--- src/rtl/tx_slot_arbiter.sv ---
// Two-requester, whole-frame round-robin writer into the TX slot ring.
// Records are committed to mem_wr_ptr only after the final word is in RAM.
module tx_slot_arbiter #(
  parameter logic [15:0] MIN_LEN   = 16'd60,
  parameter logic [15:0] MAX_LEN   = 16'd1514,
  parameter logic [13:0] HDR_WORDS = 14'd7
) (
  input  logic        gmii_tx_clk,
  input  logic        sys_rst,
  input  logic        req0_valid,
  input  logic [15:0] req0_data,
  input  logic        req0_sof,
  input  logic        req0_eof,
  output logic        req0_ready,
  input  logic        req1_valid,
  input  logic [15:0] req1_data,
  input  logic        req1_sof,
  input  logic        req1_eof,
  output logic        req1_ready,
  input  logic [13:0] mem_rd_ptr,
  output logic [13:0] mem_wr_ptr,
  output logic [13:0] slot_tx_eth_addr,
  output logic [15:0] slot_tx_eth_data,
  output logic [1:0]  slot_tx_eth_byte_en,
  output logic        slot_tx_eth_wr_en,
  output logic [1:0]  grant,
  output logic [15:0] drop_count
);

  typedef enum logic [2:0] {StIdle, StLen, StWrite, StDrop, StCommit} state_e;

  state_e      state_q, state_d;
  logic        owner_q, owner_d;
  logic        last_grant_q, last_grant_d;
  logic [13:0] wr_ptr_q, wr_ptr_d;
  logic [13:0] rec_words_q, rec_words_d;
  logic [13:0] remaining_q, remaining_d;
  logic [13:0] idx_q, idx_d;
  logic        len_odd_q, len_odd_d;
  logic [15:0] drop_q, drop_d;
  logic        we_q, we_d;
  logic [13:0] addr_q, addr_d;
  logic [15:0] data_q, data_d;
  logic [1:0]  be_q, be_d;

  logic        g_valid, g_eof, g_ready, drop_inc;
  logic [15:0] g_data;
  logic [16:0] half_len, rec_w17;
  logic [13:0] free_words;
  logic [1:0]  ready_vec;
  logic        sof0, sof1, len_bad;

  assign g_valid    = owner_q ? req1_valid : req0_valid;
  assign g_data     = owner_q ? req1_data  : req0_data;
  assign g_eof      = owner_q ? req1_eof   : req0_eof;
  assign half_len   = ({1'b0, g_data} + 17'd1) >> 1;
  assign rec_w17    = {3'b000, HDR_WORDS} + half_len;
  assign free_words = mem_rd_ptr - wr_ptr_q - 14'd1;
  assign len_bad    = (g_data < MIN_LEN) || (g_data > MAX_LEN);
  assign sof0       = req0_valid & req0_sof;
  assign sof1       = req1_valid & req1_sof;

  always_comb begin
    state_d      = state_q;
    owner_d      = owner_q;
    last_grant_d = last_grant_q;
    wr_ptr_d     = wr_ptr_q;
    rec_words_d  = rec_words_q;
    remaining_d  = remaining_q;
    idx_d        = idx_q;
    len_odd_d    = len_odd_q;
    drop_d       = drop_q;
    we_d         = 1'b0;
    addr_d       = addr_q;
    data_d       = data_q;
    be_d         = be_q;
    ready_vec    = 2'b00;
    g_ready      = 1'b0;
    drop_inc     = 1'b0;

    unique case (state_q)
      StIdle: begin
        // Stray mid-record words are swallowed so a requester can resync on sof.
        ready_vec = {req1_valid & ~req1_sof, req0_valid & ~req0_sof};
        if (sof0 && sof1) begin
          owner_d = ~last_grant_q;
          state_d = StLen;
        end else if (sof0 || sof1) begin
          owner_d = sof1;
          state_d = StLen;
        end
      end
      StLen: begin
        if (g_valid) begin
          if (len_bad) begin
            g_ready = 1'b1;
            if (g_eof) begin
              drop_inc = 1'b1;
              state_d  = StIdle;
            end else begin
              state_d = StDrop;
            end
          end else if (rec_w17 <= {3'b000, free_words}) begin
            g_ready     = 1'b1;
            we_d        = 1'b1;
            addr_d      = wr_ptr_q;
            data_d      = g_data;
            be_d        = 2'b11;
            rec_words_d = rec_w17[13:0];
            remaining_d = rec_w17[13:0] - 14'd1;
            idx_d       = 14'd1;
            len_odd_d   = g_data[0];
            if (g_eof) begin
              drop_inc = 1'b1;
              state_d  = StIdle;
            end else begin
              state_d = StWrite;
            end
          end
        end
      end
      StWrite: begin
        g_ready = g_valid;
        if (g_valid) begin
          we_d        = 1'b1;
          addr_d      = wr_ptr_q + idx_q;
          data_d      = g_data;
          be_d        = (remaining_q == 14'd1 && len_odd_q) ? 2'b10 : 2'b11;
          idx_d       = idx_q + 14'd1;
          remaining_d = remaining_q - 14'd1;
          if (remaining_q == 14'd1) begin
            state_d = g_eof ? StCommit : StDrop;
          end else if (g_eof) begin
            drop_inc = 1'b1;
            state_d  = StIdle;
          end
        end
      end
      StDrop: begin
        g_ready = 1'b1;
        if (g_valid && g_eof) begin
          drop_inc = 1'b1;
          state_d  = StIdle;
        end
      end
      StCommit: begin
        wr_ptr_d     = wr_ptr_q + rec_words_q;
        last_grant_d = owner_q;
        state_d      = StIdle;
      end
      default: state_d = StIdle;
    endcase

    if (state_q != StIdle) begin
      ready_vec = owner_q ? {g_ready, 1'b0} : {1'b0, g_ready};
    end
    if (drop_inc && drop_q != 16'hFFFF) begin
      drop_d = drop_q + 16'd1;
    end
  end

  always_ff @(posedge gmii_tx_clk or posedge sys_rst) begin
    if (sys_rst) begin
      state_q      <= StIdle;
      owner_q      <= 1'b0;
      last_grant_q <= 1'b1;
      wr_ptr_q     <= '0;
      rec_words_q  <= '0;
      remaining_q  <= '0;
      idx_q        <= '0;
      len_odd_q    <= 1'b0;
      drop_q       <= '0;
      we_q         <= 1'b0;
      addr_q       <= '0;
      data_q       <= '0;
      be_q         <= '0;
    end else begin
      state_q      <= state_d;
      owner_q      <= owner_d;
      last_grant_q <= last_grant_d;
      wr_ptr_q     <= wr_ptr_d;
      rec_words_q  <= rec_words_d;
      remaining_q  <= remaining_d;
      idx_q        <= idx_d;
      len_odd_q    <= len_odd_d;
      drop_q       <= drop_d;
      we_q         <= we_d;
      addr_q       <= addr_d;
      data_q       <= data_d;
      be_q         <= be_d;
    end
  end

  assign req0_ready          = ready_vec[0];
  assign req1_ready          = ready_vec[1];
  assign mem_wr_ptr          = wr_ptr_q;
  assign slot_tx_eth_addr    = addr_q;
  assign slot_tx_eth_data    = data_q;
  assign slot_tx_eth_byte_en = be_q;
  assign slot_tx_eth_wr_en   = we_q;
  assign drop_count          = drop_q;
  assign grant = (state_q == StIdle) ? 2'b00 : (owner_q ? 2'b10 : 2'b01);

endmodule

--- config.mk ---
export PLATFORM = sky130hd
export DESIGN_NAME = tx_slot_arbiter
export DESIGN_NICKNAME = d
export VERILOG_FILES = /design/src/rtl/tx_slot_arbiter.sv
export SDC_FILE = /design/constraint.sdc
export NUM_CORES = 1
export LEC_CHECK = 0
export BUFFER_PORTS_ARGS = -buffer_cell sky130_fd_sc_hd__buf_2
export CAP_MARGIN = 30
export CORE_UTILIZATION = 25
export DETAILED_ROUTE_END_ITERATION = 8
export GPL_TIMING_DRIVEN = 0
export HOLD_SLACK_MARGIN = 0.12
export PLACE_DENSITY_LB_ADDON = 0.3
export SLEW_MARGIN = 20
export SYNTH_ARGS = -nofsm -noshare
export SYNTH_HDL_FRONTEND = slang
export SYNTH_SLANG_ARGS = --single-unit
--- constraint.sdc ---
create_clock -name gmii_tx_clk -period 6.5 [get_ports gmii_tx_clk]
set_clock_uncertainty 0.05 [all_clocks]
set_input_delay 1.3 -clock gmii_tx_clk [delete_from_list [all_inputs] [get_ports gmii_tx_clk]]
set_output_delay 1.3 -clock gmii_tx_clk [all_outputs]
set_load 0.05 [all_outputs]
# After elaboration in Yosys (flattened, before gate mapping)

Cells that the tools add are included.

Register bits after elaboration: 111

$add $sub $neg: 10
Magnitude comparators: 3
Eq/ne operators: 14
Mux-type cells: 65
Bitwise gates (word level): 8
Reduce and logical (&&, ||, !) cells: 14

Operator list:

| kind                  | count |
|---|---|
| $mux 14               | 12 |
| $pmux 14 s2           | 3 |
| $mux 16               | 5 |
| $sub 14x1->14 const B | 3 |
| $pmux 16 s2           | 1 |
| $mux 3                | 10 |
| $add 14x14->14        | 2 |
| $mux 2                | 11 |
| $mux 1                | 18 |
| $add 16x1->17 const B | 1 |
| $add 3x16->17 const A | 1 |
| $le 17x14->1          | 1 |
| $add 16x1->16 const B | 1 |
| $gt 16x11->1 const B  | 1 |
| $lt 16x6->1 const B   | 1 |
| $ne 16x16->1 const B  | 1 |
| $add 14x1->14 const B | 1 |
| $eq 14x1->1 const B   | 1 |
| $sub 14x14->14        | 1 |
| $pmux 3 s4            | 1 |
| $ne 2x2->1 const B    | 5 |
| $ne 3x3->1 const B    | 3 |
| $eq 3x2->1 const B    | 2 |
| $pmux 1 s3            | 2 |
| 15 further kinds      | 26 |

# Depth between registers and ports, before layout

Word-level depth: 10
Depth in mapped cells: 29
Mapped depth without buffers: 23

# Least setup slack after synthesis

OpenSTA, ideal clock, no wires.

Kind: register to output
Start: register owner_q
End: output req0_ready
Arrival time: 5675 ps
Data required time: 5150 ps
Setup slack: -525 ps
Stages on the path, launching flop included: 27
Path buffers: 6
Cell sequence: dfrtp_1 -> buf_6 -> buf_6 -> buf_6 -> buf_2 -> clkbuf_1 -> mux2_2 -> ha_1 -> clkbuf_1 -> inv_1 -> xnor2_1 -> ha_1 -> nand2b_1 -> mux2i_1 -> mux2i_1 -> o32ai_1 -> xnor2_1 -> ha_1 -> nand4_1 -> or4_1 -> o21ai_0 -> a221oi_1 -> nor3_1 -> o31ai_1 -> o211ai_1 -> nand3_1 -> o22ai_1

Longest elaborated chain between the ends: 10
Elaborated cells on any way between the ends: 14
Those cells by class: 2 x add/sub; 3 x order compare; 8 x mux; 1 x reduce/logical

RTL lines:

| item                   | RTL line | source |
|---|---|---|
| start, declared        | 33       | `logic owner_q, owner_d;` |
| start signal, assigned | 179      | `owner_q <= owner_d;` |
| $mux 16                | 54       | `assign g_data = owner_q ? req1_data : req0_data;` |
| $add 16x1->17          | 56       | `assign half_len = ({1'b0, g_data} + 17'd1) >> 1;` |
| $add 3x16->17          | 57       | `assign rec_w17 = {3'b000, HDR_WORDS} + half_len;` |
| named net rec_w17[4]   | 48       | `logic [16:0] half_len, rec_w17;` |
| $le 17x14->1           | 103      | `end else if (rec_w17 <= {3'b000, free_words}) begin` |
| $mux 1                 | 103      |  |
| $mux 1                 | 95       | `if (len_bad) begin` |
| $mux 1                 | 94       | `if (g_valid) begin` |
| $pmux 1 s3             | 81       | `unique case (state_q)` |
| $mux 2                 | 155      | `ready_vec = owner_q ? {g_ready, 1'b0} : {1'b0, g_ready};` |
| $mux 2                 | 154      | `if (state_q != StIdle) begin` |
| end, declared          | 14       | `output logic req0_ready,` |

The timed path passes the listed nets, and every way through them passes these cells.

# Worst setup path in the final report

Start: input req0_data[1]
End: output req1_ready

Longest elaborated chain between the ends: 10
Elaborated cells on any way between the ends: 13
Those cells by class: 2 x add/sub; 3 x order compare; 7 x mux; 1 x reduce/logical

RTL lines:

| item                 | RTL line | source |
|---|---|---|
| start, declared      | 11       | `input logic [15:0] req0_data,` |
| $mux 16              | 54       |  |
| $add 16x1->17        | 56       |  |
| $add 3x16->17        | 57       |  |
| named net rec_w17[1] | 48       |  |
| $le 17x14->1         | 103      |  |
| $mux 1               | 103      |  |
| $mux 1               | 95       |  |
| $mux 1               | 94       |  |
| $pmux 1 s3           | 81       |  |
| $mux 2               | 155      |  |
| $mux 2               | 154      |  |
| end, declared        | 19       | `output logic req1_ready,` |

The timed path passes the listed nets, and every way through them passes these cells.

==> metrics.md <==
| Metric | Value |
|---|---|
| Outcome | `complete, but fails checks` |
| Violated checks | `negative setup slack` |
| Seq/Total Area, Yosys | `33.19%` |
| RSZ-0062 raised after global routing | `yes` |
| Max-Slew Margin vs Limit | `41.30%` |
| Crit path arrival time | `5.38 ns` |
| Cell area after synthesis | `0.008372 mm^2` |
| FF-to-FF setup slack | `0.36 ns` |
| ANT nets after route | `0` |
| Fin nets | `between 1000 and 1500` |
| DR vias/cell | `4.892` |
| Design Area, Final | `~0.011 mm^2` |
| Initial drt markers | `roughly 420` |
| Ant. Diodes | `0` |
| Worst path required time | `between 5 and 6 ns` |
| Starting Density | `between 20 and 30%` |
| Area leader, netlist | `dfrtp_1` |
| Worst r2r path cells | `26` |
| Gr usage total | `16.04%` |
| CTS tree | `built` |
| Slew Viols, Final | `0` |
| Residual DRC | `0` |
| Nature of the critical path startpoint | `input port` |
| Num CTS Buffers | `9` |
| Skew-Pair Late Insertion Delay | `0.37 ns` |
| CTS max path bufs | `2` |
| Drt pass-1 iters | `5` |
| Core area | `0.03270 mm^2` |
| # rows | `66` |
| Fill cells | `3442` |
| Synthesized area per cell | `approximately 8.5 um^2` |
| Root Driver | `clkbuf_16` |
| Top fanout value on the critical path | `7` |
| Worst hold start | `slot_tx_eth_byte_en[1]$_DFFE_PP0P_` |
| I/O Pins | `about 120` |
| R2R Path End | `slot_tx_eth_addr[0]$_DFFE_PP0P_` |
| Clock-pin slew on the worst setup and hold paths | `roughly 0.07 ns` |
| Synth Warn # | `0` |
| Library cells used by synthesis | `71` |
| GP Congestion | `0.8463` |
| Syn Inst Count | `985` |
| Pre-CTS WS | `-1.499 ns` |
| Syn Nets | `1102` |
| Flops & latches, synth | `~110` |
| First-pass GRT wire length | `42.14 mm` |
| Hold Path Cell Cnt | `1` |
| Reg-to-reg critical path startpoint | `owner_q$_DFFE_PP0P_` |
| Critical path class | `input port to output port` |
| Vias post-DR | `7871` |
| Vias in the first global route | `between 7000 and 8000` |
| Dpl hpwl | `between 20 and 25 mm` |
| DP Area | `0.009587 mm^2` |
| Clock sinks | `111` |
| Post-synth top flop | `dfrtp_1` |
| Worst hold path class | `register to register` |
| Pwr Density | `411.6 mW/mm^2` |
| Hold Crit Endpoint | `slot_tx_eth_byte_en[1]$_DFFE_PP0P_` |
| Post-route setup slack | `-0.2339 ns` |
| Largest net degree at the start of global routing | `58` |
| H-tree Lvls | `3` |
| Worst Max-Slew Pin Slew | `0.8724 ns` |
| Final Setup Violations | `2` |
| Ys async rst share | `100.0%` |
| Leakage power | `4.646 nW` |
| Yosys top cell area share | `32.88%` |
| # Max-Cap Violations | `0` |
| Routed wire length | `about 27 mm` |
| Fin crit share | `103.6%` |
| Area growth from synthesis to layout | `28.99%` |
| DIE WIDTH | `185.0 um` |
| Grt ovf | `0` |
| Die Ht | `between 150 and 200 um` |
| Final hold viol count | `0` |
| EDFF count, synth | `0` |
| FMAX | `148.5 MHz` |
| Port Buf Inserts | `120` |
| Tmin final | `6.734 ns` |
| Worst vdd ir | `397.5 uV` |
| Die area | `~0.034 mm^2` |
| Layout cells sized above 1 | `24.51%` |
| Nature of the critical path endpoint | `output port` |
| Antenna violations before repair | `0` |
| Avg WL per Cell | `16.72 um` |
| Top cells by area, synth | `dfrtp_1 33%, ha_1 9.0%, xnor2_1 7.2%` |
==> sequential cells by signal, indices dropped and copies added (netlist names) <==
name / count
drop_count: 16
idx_q: 14
last_grant_q: 1
len_odd_q: 1
mem_wr_ptr: 14
owner_q: 1
rec_words_q: 14
remaining_q: 14
slot_tx_eth_addr: 14
slot_tx_eth_byte_en: 2
slot_tx_eth_data: 16
slot_tx_eth_wr_en: 1
state_q: 3
==> logic make-up after synthesis <==
logic type / synth area share (%)
and+or+nand+nor: 23.24
buffers and inverters: 4.125
muxes: 3.647
adders and majority gates: 9.685
AOI/OAI and AO/OA: 16.69
DFF: 33.19
xor gates and xnor gates: 9.416
==> worst max-delay path by stage <==
| stage | startpoint | endpoint | slack (ns) | depth (start not counted) |
|---|---|---|---|---|
| 2_1_floorplan | req1_data[1] | req0_ready | -0.08 | 21 |
| 6_report | req0_data[1] | req1_ready | -0.23 | 24 |
| 3_3_place_gp | owner_q$_DFFE_PP0P_ | req1_ready | -1.51 | 28 |
| 4_1_cts | req0_data[1] | req0_ready | -0.22 | 23 |
| 3_5_place_dp | owner_q$_DFFE_PP0P_ | req1_ready | -1.50 | 28 |
| 5_1_grt | req0_data[1] | req0_ready | -0.43 | 23 |
==> Yosys cell counts, types with 11 or more instances <==
cell type,count
dfrtp_1,110
nor3_1,31
xnor2_1,69
clkbuf_1,19
mux2_2,11
nand3_1,35
nand4_1,21
nor2_1,104
a31oi_1,13
xor2_1,21
nor4_1,15
nand3b_1,11
a21oi_1,64
nor2b_1,12
ha_1,60
o21ai_0,60
nand2_1,89
nand2b_1,12
mux2i_1,17
and3_1,16
inv_1,47
==> worst max-delay path: stages <==
cell and delay (ns):
buf_8 0.09, mux2_4 0.30, ha_4 0.21, inv_6 0.08, xnor2_4 0.07, buf_4 0.16, buf_4 0.12, buf_4 0.12
buf_4 0.12, buf_4 0.12, buf_4 0.12, buf_4 0.12, ha_2 0.31, ha_1 0.29, nand4_1 0.14, or4_4 0.51
o21ai_2 0.10, a221oi_4 0.08, nor2_1 0.12, nand3b_1 0.12, o211ai_1 0.26, buf_4 0.16, a41o_4 0.21, buf_8 0.14
==> cells in the final DEF, fill, tap and decap left out, drive strengths merged, types with 3 or more instances in the layout <==
master	count
buf	180
dfrtp	110
nor2	104
nand2	89
xnor2	69
a21oi	65
ha	60
o21ai	60
inv	48
nand3	35
nor3	31
clkbuf	28
nand4	21
xor2	21
mux2i	17
nor4	17
and3	16
a31oi	13
nor2b	12
nand2b	12
mux2	12
nand3b	11
a21o	10
and2	10
o211ai	10
or3	10
a211oi	9
o31ai	8
or2	6
o22ai	6
a21boi	5
o32ai	5
nor3b	4
o21a	4
o21bai	4
fa	3
clkinv	3
o41ai	3
==> timing repair <==
| action | CTS | global route |
|---|---|---|
| pin swaps | 19 | 40 |
| hold buffers | 0 | 0 |
| setup endpoints to repair | 97 | 4 |
| gates resized for setup | 66 | 50 |
| buffers inserted | 31 | 15 |
==> power by group <==
group | switching [W] | internal, W | leakage, nW
sequential | 0.000194 | 0.000904 | 1.41
combinational | 0.00170 | 0.00103 | 3.08
clock | 0.000281 | 0.000339 | 0.152
==> stage by stage <==
step / power [W] / utilization (%) / instances / hold slack [ns] / setup TNS [ns]
floorplan: 0.002762 / - / 985 / 0.3771 / -0.08022
finish: 0.004445 / 33.02 / 1609 / 0.4182 / -0.4433
global route: 0.004754 / 33.02 / 1609 / 0.4564 / -0.8496
detailed placement: 0.003372 / 29.32 / 1549 / 0.4051 / -63.41
CTS: 0.004303 / 31.90 / 1593 / 0.4239 / -0.4133
global placement: 0.003348 / 29.20 / 1547 / 0.4001 / -60.52
==> metal layers <==
metal	up-vias	track usage, %	wire length [um]
met1	3723	23.39	13180
met5	-	0	0
met3	23	2.910	1568
li1	3888	-	-
met2	237	24.38	11780
met4	0	3.405	362
==> layout make-up <==
cell class              count  area (um^2)  share of cell area (%)
well taps                 442        553.0                   5.121
plain buffers              31        197.7                   1.831
inverters                  48        190.2                   1.761
multi-input cells         793         5738                   53.13
clock buffers               9        225.2                   2.086
repair buffers            168         1018                   9.431
flip-flops and latches    111         2779                   25.73
clock inverters             7        97.59                  0.9037
Power figures use the tool's default switching activity.
